`config.mk`:
```
export PLATFORM = sky130hd
export DESIGN_NAME = hsv2rgb_stream
export DESIGN_NICKNAME = d
export VERILOG_FILES = /design/src/rtl/hsv2rgb_stream.sv
export SDC_FILE = /design/constraint.sdc
export NUM_CORES = 1
export LEC_CHECK = 0
export CORE_MARGIN = 3
export CORE_UTILIZATION = 51
export CTS_CLUSTER_SIZE = 30
export DETAILED_ROUTE_END_ITERATION = 10
export HOLD_SLACK_MARGIN = 0.05
export PLACE_DENSITY_LB_ADDON = 0.2
export SETUP_SLACK_MARGIN = 0.05
export SYNTH_ARGS = -nofsm -noshare
export SYNTH_HDL_FRONTEND = slang
export SYNTH_SLANG_ARGS = --single-unit
```
`constraint.sdc`:
```
create_clock -name clk -period 27.8 [get_ports clk]
set_input_delay 6.95 -clock clk [delete_from_list [all_inputs] [get_ports clk]]
set_output_delay 6.95 -clock clk [all_outputs]
set_load 0.01 [all_outputs]
```
`src/rtl/hsv2rgb_stream.sv`:
```
// HSV to RGB pixel stream converter: four-register pipeline with valid/ready
// handshake, per-pixel bypass and a sideband tag carried alongside each pixel.
module hsv2rgb_stream #(
    parameter int DW = 8,
    parameter int UW = 1
) (
    input  logic            clk,
    input  logic            rst,
    input  logic            in_valid,
    output logic            in_ready,
    input  logic [3*DW-1:0] hsv_in,
    input  logic            bypass_in,
    input  logic [UW-1:0]   user_in,
    output logic            out_valid,
    input  logic            out_ready,
    output logic [3*DW-1:0] rgb_out,
    output logic [UW-1:0]   user_out
);

    localparam logic [2*DW:0] HALF = (2*DW+1)'(1) << (DW-1);

    // round(a*b/M) with M = 2^DW-1, exact for all DW-bit operands
    function automatic logic [DW-1:0] mul(input logic [DW-1:0] a, input logic [DW-1:0] b);
        logic [2*DW:0] y;
        y = ({{(DW+1){1'b0}}, a} * {{(DW+1){1'b0}}, b}) + HALF;
        return DW'((y + (y >> DW)) >> DW);
    endfunction

    logic adv;

    assign adv      = !out_valid || out_ready;
    assign in_ready = adv || rst;

    // S0: unpacked input
    logic            s0_valid;
    logic [DW-1:0]   s0_h, s0_s, s0_v;
    logic            s0_byp;
    logic [UW-1:0]   s0_user;

    // S1: hue split into sector and fraction
    logic            s1_valid;
    logic [2:0]      s1_sector;
    logic [DW-1:0]   s1_f, s1_h, s1_s, s1_v;
    logic            s1_byp;
    logic [UW-1:0]   s1_user;

    // S2: p/q/t terms
    logic            s2_valid;
    logic [2:0]      s2_sector;
    logic [DW-1:0]   s2_v, s2_p, s2_q, s2_t;
    logic [3*DW-1:0] s2_raw;
    logic            s2_byp;
    logic [UW-1:0]   s2_user;

    logic [DW+2:0]   h6;
    logic [DW-1:0]   s_f, s_nf, p_n, q_n, t_n;
    logic [3*DW-1:0] rgb_n;

    assign h6 = {3'b000, s0_h} * (DW+3)'(6);

    assign s_f  = mul(s1_s, s1_f);
    assign s_nf = mul(s1_s, ~s1_f);
    assign p_n  = mul(s1_v, ~s1_s);
    assign q_n  = mul(s1_v, ~s_f);
    assign t_n  = mul(s1_v, ~s_nf);

    always_comb begin
        rgb_n = {s2_v, s2_t, s2_p};
        case (s2_sector)
            3'd0:    rgb_n = {s2_v, s2_t, s2_p};
            3'd1:    rgb_n = {s2_q, s2_v, s2_p};
            3'd2:    rgb_n = {s2_p, s2_v, s2_t};
            3'd3:    rgb_n = {s2_p, s2_q, s2_v};
            3'd4:    rgb_n = {s2_t, s2_p, s2_v};
            3'd5:    rgb_n = {s2_v, s2_p, s2_q};
            default: rgb_n = {s2_v, s2_t, s2_p};
        endcase
        if (s2_byp)
            rgb_n = s2_raw;
    end

    always_ff @(posedge clk) begin
        if (rst) begin
            s0_valid  <= 1'b0;
            s1_valid  <= 1'b0;
            s2_valid  <= 1'b0;
            out_valid <= 1'b0;
        end else if (adv) begin
            s0_valid  <= in_valid;
            s1_valid  <= s0_valid;
            s2_valid  <= s1_valid;
            out_valid <= s2_valid;
        end
    end

    // Data registers need no reset: bubbles are marked by the valid bits.
    always_ff @(posedge clk) begin
        if (adv) begin
            s0_h      <= hsv_in[3*DW-1:2*DW];
            s0_s      <= hsv_in[2*DW-1:DW];
            s0_v      <= hsv_in[DW-1:0];
            s0_byp    <= bypass_in;
            s0_user   <= user_in;

            s1_sector <= h6[DW+2:DW];
            s1_f      <= h6[DW-1:0];
            s1_h      <= s0_h;
            s1_s      <= s0_s;
            s1_v      <= s0_v;
            s1_byp    <= s0_byp;
            s1_user   <= s0_user;

            s2_sector <= s1_sector;
            s2_v      <= s1_v;
            s2_p      <= p_n;
            s2_q      <= q_n;
            s2_t      <= t_n;
            s2_raw    <= {s1_h, s1_s, s1_v};
            s2_byp    <= s1_byp;
            s2_user   <= s1_user;
        end
    end

    always_ff @(posedge clk) begin
        if (rst) begin
            rgb_out  <= '0;
            user_out <= '0;
        end else if (adv) begin
            rgb_out  <= rgb_n;
            user_out <= s2_user;
        end
    end

endmodule

```
* Word-level counts from Yosys, hierarchy flattened
Index checks and enable logic that the tools add are counted.
Widths: inputs -> output; s select.
** Word-level totals
- Input port bits :: 30
- Word-level logic and storage cells :: 56
- Register bits after elaboration :: 152
** Operators by class
- Multiply operators :: 6
- Reduce and logical (&&, ||, !) cells :: 3
- $add $sub $neg :: 10
- Muxes and demuxes :: 2
- Equal/unequal tests :: 5
- Bitwise operators :: 4
** Operator list (number)
- $pmux 24 s5 :: 1
- $add 16x8->17 const B :: 5
- $add 16x9->16 :: 5
- $mul 8x8->16 :: 4
- $not 8->8 :: 4
- $mux 24 :: 1
- $mul 8x7->15 :: 1
- $mul 8x2->10 const B :: 1
- $eq 3x2->1 const B :: 2
- $eq 3x3->1 const B :: 2
- $eq 3x1->1 const B :: 1
- $logic_or 1x1->1 :: 2
- $logic_not 1->1 :: 1

* Longest topological paths before layout
Gate-level depths: netlist of run 1.
- Depth in word-level cells :: 8
- Gate-level depth with buffers :: 55

* Worst setup path before layout of run 1
Ideal clock, no wire load.
- Path type :: input-to-output
- Start :: input out_ready
- End :: output in_ready
- Buffers on the path :: 1
- Cell stages on the path :: 3
- Required time :: 20.850 ns
- Arrival time :: 7.428 ns
- Setup slack :: 13.422 ns
- Cell sequence :: nor2b_1 -> clkbuf_1 -> nand2b_1
** On the way
- Word-level cells in the longest chain between the ends :: 2
** RTL lines
- from (decl) :: line 15 : input logic out_ready,
- $logic_or 1x1->1 :: line 31 : assign adv = !out_valid || out_ready;
- $logic_or 1x1->1 :: line 32 : assign in_ready = adv || rst;
- to (decl) :: line 10 : output logic in_ready,
Every way passes these cells.

* Worst setup path in the final report of run 1
- Start :: input rst
- End :: output in_ready
** On the way
- Word-level cells in the longest chain between the ends :: 1
** RTL lines
- from (decl) :: line 8 : input logic rst,
- $logic_or 1x1->1 :: line 32
Every way passes these cells.

==> results by group, run 1 <==
Run status
  • Status: complete, no violations

Flow run
  • Max Cap Viol: 0

Finish
  • Fin nets: 2401
  • Layout cells sized above 1: 3.58%
  • Multi-input gate area: 12800 um^2
  • Filler cells: 3100
  • FF+latch area: 4000 um^2
  • Ant. Diodes: 0
  • Area Growth Syn to Fin: 8.50%

Clock tree
  • CTS clk-pin slew, worst paths: 0.06 ns
  • CTS H-tree depth: 4
  • Num CTS Buffers: 17
  • Hold buffer count at CTS: 0
  • CTS resizes: 0
  • Sink Count: 143
  • CTS root buf: clkbuf_16
  • Post-CTS setup buffers: 0
  • CTS tree: done
  • Max Root-Sink Buffers: 2
  • Clk_lat worst skew: 0.42 ns

Global route
  • Global-route wire length before repair: 67000 um
  • Vias in the first global route: 13300
  • GR Util All Layers: 21.5%
  • Largest net degree at the start of global routing: 84
  • Initial antenna violation count: 0
  • Gr ovfl total: 0

Timing
  • Hold slack: 0.417 ns
  • Slew Viols, Final: 0
  • Period utilization: 56.8%
  • Slew margin rel.: 31.4%
  • Final min period: 15.78 ns
  • Clock skew: 0.00898 ns
  • Fin. Hold Viols: 0
  • RSZ-0062 raised after global routing: false
  • Final number of setup-violating endpoints: 0
  • Worst Tran Pin Value: 1.03 ns
  • Setup Total Neg Slack: 0 ns
  • Fmax achieved: 0.0634 GHz
  • Setup WS post-layout: 12.02 ns

Die
  • Starting density of the core: 52.3%
  • Die width: 195 um
  • Row count: 68
  • Io pins: 57
  • Die area: 38100 um^2
  • Core area: 34900 um^2
  • Chip height: 195 um

Synthesis
  • Ranking of synthesized cells by area: fa_1, edfxtp_1, ha_1, inv_1, xnor2_1
  • Cells after synthesis: 1915
  • Synth Register Bits: 143
  • Sequential area share after synthesis: 22.0%
  • Synth top area share: 19.5%
  • Mapped Nets: 2375
  • Leading area contributor after synthesis: fa_1
  • Post-synthesis cell area: 18200 um^2
  • Yosys warns: 0
  • Mapped Avg Cell Area: 9.52 um^2
  • Fraction of registers with async set/reset: 0%
  • Cell variety after synth: 71
  • Top FF cell, synth: edfxtp_1
  • Number of synthesized flops with an enable pin: 114

Drt
  • DR DRC count: 0
  • Via count: 13200
  • Antenna-violating nets left: 0
  • WL/cell: 16.6 um
  • DRT Pass-1 Iters: 5
  • Final WL: 40000 um
  • Via density: 5.47
  • Initial DRC Count: 1000

Worst setup path
  • CP startpoint kind: input port
  • WP data required: 20.85 ns
  • Crit-path max FO: 30
  • R2R Setup Slk: 14.04 ns
  • Critical path type: in -> out
  • CP arrival: 8.83 ns
  • Worst setup EP type: output pin

Min path
  • Worst Hold Class: reg -> reg

Placement
  • Setup slack after placement: 11.99 ns
  • DP HPWL: 30000 um
  • PortBufs: 56
  • Routability congestion estimate: 0.868
through the flow:
| step | area, um^2 | utilization [%] | instances |
|---|---|---|---|
| final | 19800 | 56.7 | 2409 |
| after global routing | 19800 | 56.7 | 2409 |
| after floorplan | 18200 | - | 1915 |
| after CTS | 19800 | 56.7 | 2409 |
| after detailed placement | 19300 | 55.2 | 2377 |
| after global placement | 19300 | 55.2 | 2377 |
synthesized netlist by cell type (4+ instances only):
| master | n |
|---|---|
| o21bai_1 | 27 |
| nand2_1 | 124 |
| o311a_1 | 9 |
| xnor2_2 | 4 |
| o311ai_0 | 5 |
| nand3_1 | 15 |
| nor2b_1 | 88 |
| nand4_1 | 6 |
| mux2i_1 | 15 |
| ha_1 | 252 |
| a221oi_1 | 18 |
| nor2_1 | 90 |
| buf_1 | 5 |
| nand2b_1 | 72 |
| inv_1 | 299 |
| o21ai_0 | 35 |
| and2_1 | 98 |
| mux2_2 | 6 |
| o21a_1 | 7 |
| o22a_1 | 8 |
| dfxtp_1 | 29 |
| a21oi_1 | 87 |
| edfxtp_1 | 114 |
| clkbuf_1 | 63 |
| nor3b_1 | 7 |
| nor3_1 | 24 |
| and4_1 | 5 |
| xor2_1 | 30 |
| o22ai_1 | 9 |
| a21o_1 | 27 |
| and3_1 | 6 |
| a31oi_1 | 5 |
| o211ai_1 | 7 |
| fa_1 | 178 |
| a211oi_1 | 15 |
| xnor2_1 | 73 |
registers in the layout, summed over array words and instances, names as in the netlist, 3 cells and up:
signal	count
rgb_out	24
s0_h	8
s0_s	8
s0_v	8
s1_f	6
s1_h	8
s1_s	8
s1_sector	3
s1_v	8
s2_p	8
s2_q	8
s2_raw	17
s2_sector	3
s2_t	8
s2_v	7
routing by layer:
layer | up-vias | part of all wire [%] | global-route usage (%)
li1 | 6384 | - | -
met1 | 6419 | 48 | 31.8
met2 | 323 | 45 | 33.7
met3 | 44 | 5.2 | 3.21
met4 | 0 | 1.6 | 4.67
met5 | - | 0 | 0
kinds of logic (layout without fill, tap and decap cells):
group	Yosys count	count (layout)	synth area share [%]
and+or+nand+nor	545	545	15.7
adders and majority gates	431	431	36.9
buffers and inverters	370	409	7.62
AOI/OAI and AO/OA	295	295	11.0
DFF	143	143	22.0
xor gates and xnor gates	110	110	5.65
muxes	21	21	1.19
layout make-up:
| cell class | instances | area share, % |
|---|---|---|
| Sequential cell | 143 | 20.2 |
| Clock inverter | 13 | 0.462 |
| Inverter | 301 | 5.74 |
| Tap cell | 455 | 2.88 |
| Timing Repair Buffer | 76 | 3.59 |
| Multi-Input combinational cell | 1402 | 64.9 |
| Clock buffer | 19 | 2.19 |
worst max-delay path, stage by stage:
cell             delay [ns]
clkdlybuf4s50_1        1.15
nand2b_1               0.20
clkdlybuf4s50_1        0.53
layout by cell type, fill, tap and decap left out, types with 17 or more instances in the layout:
master	n
nor2_1	90
nand2b_1	72
o21ai_0	35
a21o_1	27
xor2_1	30
ha_1	252
nand2_1	124
inv_1	299
and2_1	98
o21bai_1	27
fa_1	178
nor3_1	24
nor2b_1	88
a221oi_1	18
buf_4	20
clkbuf_16	17
a21oi_1	87
clkdlybuf4s50_1	56
edfxtp_1	114
dfxtp_1	29
xnor2_1	73
final timing paths:
path                      from                 to  cells after the start
max                        rst           in_ready                      3
min          s0_s[1]$_DFFE_PP_  s1_s[1]$_DFFE_PP_                      0
max reg2reg  s1_s[1]$_DFFE_PP_  s2_q[7]$_DFFE_PP_                     48
min reg2reg  s0_s[1]$_DFFE_PP_  s1_s[1]$_DFFE_PP_                      0
Power of run 1 is not shown: default switching activity piles up to over one toggle a cycle in this logic, so the estimate is an artifact.
==> inputs of run 2 (changes only) <==
==> constraint.sdc (replaced) <==
create_clock -name clk -period 16.4 [get_ports clk]
set_input_delay 4.1 -clock clk [delete_from_list [all_inputs] [get_ports clk]]
set_output_delay 4.1 -clock clk [all_outputs]
set_load 0.01 [all_outputs]
==> run 2 against run 1 <==
  * Worst hold slack worse by 0.0038 ns
  * Final cell count down 0.17%
  * First-iteration DRC count shrank 8.0%
  * Die area unchanged
  * Sequential share of layout area barely moved
  * Largest cell class unchanged
==> results by group, run 2 (synthesized netlist as in run 1, its figures left out) <==
Clock tree
  • Num CTS Buffers: 17 (unchanged)
  • Hold buffer count at CTS: 0 (unchanged)
  • CTS root buf: clkbuf_16 (unchanged)
  • CTS tree: done (unchanged)
  • Max Root-Sink Buffers: 2 (unchanged)
  • Sink Count: 143 (unchanged)
  • Post-CTS setup buffers: 0 (unchanged)
  • Clk_lat worst skew: 0.43 ns (was 0.42 ns)
  • CTS clk-pin slew, worst paths: 0.07 ns (was 0.06 ns)
  • CTS H-tree depth: 4 (unchanged)
  • CTS resizes: 0 (unchanged)

Global route
  • GR Util All Layers: 22.4% (was 21.5%)
  • Largest net degree at the start of global routing: 95 (was 84)
  • Global-route wire length before repair: 69900 um (was 67000 um)
  • Initial antenna violation count: 0 (unchanged)
  • Vias in the first global route: 13600 (was 13300)
  • Gr ovfl total: 0 (unchanged)

Timing
  • Slew Viols, Final: 0 (unchanged)
  • Fin. Hold Viols: 0 (unchanged)
  • Fmax achieved: 0.0724 GHz
  • Period utilization: 84.3%
  • Final min period: 13.82 ns
  • Final number of setup-violating endpoints: 0 (unchanged)
  • RSZ-0062 raised after global routing: false (unchanged)
  • Clock skew: 0.0167 ns (was 0.00898 ns)
  • Slew margin rel.: 26.7% (was 31.4%)
  • Worst Tran Pin Value: 1.10 ns (was 1.03 ns)
  • Setup Total Neg Slack: 0 ns (unchanged)

Worst setup path
  • WP data required: 16.56 ns (was 20.85 ns)
  • CP arrival: 13.98 ns (was 8.83 ns)
  • CP startpoint kind: flop (was input port)
  • Crit-path max FO: 24 (was 30)
  • Worst path most repeated cell: fa_1 (was clkdlybuf4s50_1)
  • Critical path type: reg -> reg (was in -> out)
  • Slowest Stage Delay on Critical Path: 1.07 ns (was 1.15 ns)
  • Worst setup EP type: flop (was output pin)
  • Crit path launch: s1_s[2]$_DFFE_PP_ (was rst)
  • Slowest CP cell: edfxtp_1 (was clkdlybuf4s50_1)
  • Worst path top cell family by delay: adder cells (was buffers and inverters)
  • Worst path bufs/invs: 7 (was 2)
  • RR Startpoint: s1_s[2]$_DFFE_PP_ (was s1_s[1]$_DFFE_PP_)

Finish
  • Leading registers by flop count: rgb_out (24), s2_raw (17) (unchanged)
  • Commonest cells after routing, fill and taps aside: inv_1, ha_1, fa_1, nand2_1, edfxtp_1 (unchanged)
  • Most common cell after layout, fill and taps aside: inv_1 (unchanged)
  • Area Growth Syn to Fin: 8.72% (was 8.50%)
  • Fin nets: 2397 (was 2401)
  • Design Area, Final: 19800 um^2 (about the same)
  • Most flops, register: rgb_out (unchanged)
  • Final Util: 56.8% (was 56.7%)
  • Layout cells sized above 1: 3.38% (was 3.58%)
  • Filler cells: 3072 (was 3100)
  • Multi-input gate area: 12800 um^2 (unchanged)
  • Ant. Diodes: 0 (unchanged)
  • Final Non-Filler Cells: 2405 (was 2409)
  • Max FFs per register: 24 (unchanged)
  • FF+latch area: 4000 um^2 (unchanged)

Min path
  • Worst Hold Class: reg -> reg (unchanged)
  • Hold_sp: s1_h[5]$_DFFE_PP_ (was s0_s[1]$_DFFE_PP_)

Drt
  • DRT Pass-1 Iters: 6 (was 5)
  • DR DRC count: 0 (unchanged)
  • Initial DRC Count: 920 (was 1000)
  • Via density: 5.51 (was 5.47)
  • Antenna-violating nets left: 0 (unchanged)
  • Via count: 13200 (about the same)
  • WL/cell: 17.4 um (was 16.6 um)
  • Final WL: 41700 um (was 40000 um)

Placement
  • Cell Area, Placed: 19200 um^2 (was 19300 um^2)
  • Routability congestion estimate: 0.881 (was 0.868)
  • DP Cell Count: 2373 (was 2377)
  • DP HPWL: 31100 um (was 30000 um)
  • PortBufs: 56 (unchanged)

Run status
  • Status: complete, no violations (unchanged)

Die
  • Starting density of the core: 52.3% (unchanged)
  • Core area: 34900 um^2 (unchanged)
  • Io pins: 57 (unchanged)
  • Chip height: 195 um (unchanged)
  • Die area: 38100 um^2 (unchanged)
  • Row count: 68 (unchanged)
  • Die width: 195 um (unchanged)

Flow run
  • Max Cap Viol: 0 (unchanged)
## run 2: changes by cell type in the layout (fill, tap and decap cells not counted)
cell       before  now
clkinv_4        3    2
buf_4          20   16
clkinv_2        2    0
bufinv_16       0    3
## run 2: final timing paths
check	to	slack, ns	depth (start not counted)
max reg2reg	s2_q[7]$_DFFE_PP_	2.58	47
max	s2_q[7]$_DFFE_PP_	2.58	47
min reg2reg	s2_raw[21]$_DFFE_PP_	0.41	0
min	s2_raw[21]$_DFFE_PP_	0.41	0
## run 2: stage by stage
stage	worst slack [ns]	hold slack [ns]
2_1_floorplan	4.61	0.400
3_3_place_gp	2.85	0.400
3_5_place_dp	2.65	0.405
4_1_cts	2.64	0.414
5_1_grt	1.43	0.423
6_report	2.58	0.413
## run 2: metal layers
metal | GRT usage [%] | wire length [um]
met1 | 32.8 | 20100
met2 | 36.4 | 19300
met3 | 2.50 | 1620
met4 | 4.86 | 669
met5 | 0 | 0
## run 2: worst reg2reg max path, delay by kind of cell (launching register included)
family / cells / cell delay, ns
adder cells (fa/ha/maj): 12 / 5.30
buffers and inverters: 7 / 0.34
flip-flops: 1 / 1.07
AND/OR/NAND/NOR: 9 / 1.68
XOR/XNOR: 4 / 1.25
AO/OA/AOI/OAI: 15 / 3.94
## run 2: final cells by class
type	instances	area share, %
Timing Repair Buffer	72	3.43
Clock buffer	19	2.18
Multi-Input combinational cell	1402	64.8
Tap cell	455	2.87
Clock inverter	13	0.821
Sequential cell	143	20.2
Inverter	301	5.72
Power of run 2 is left out for the same reason.
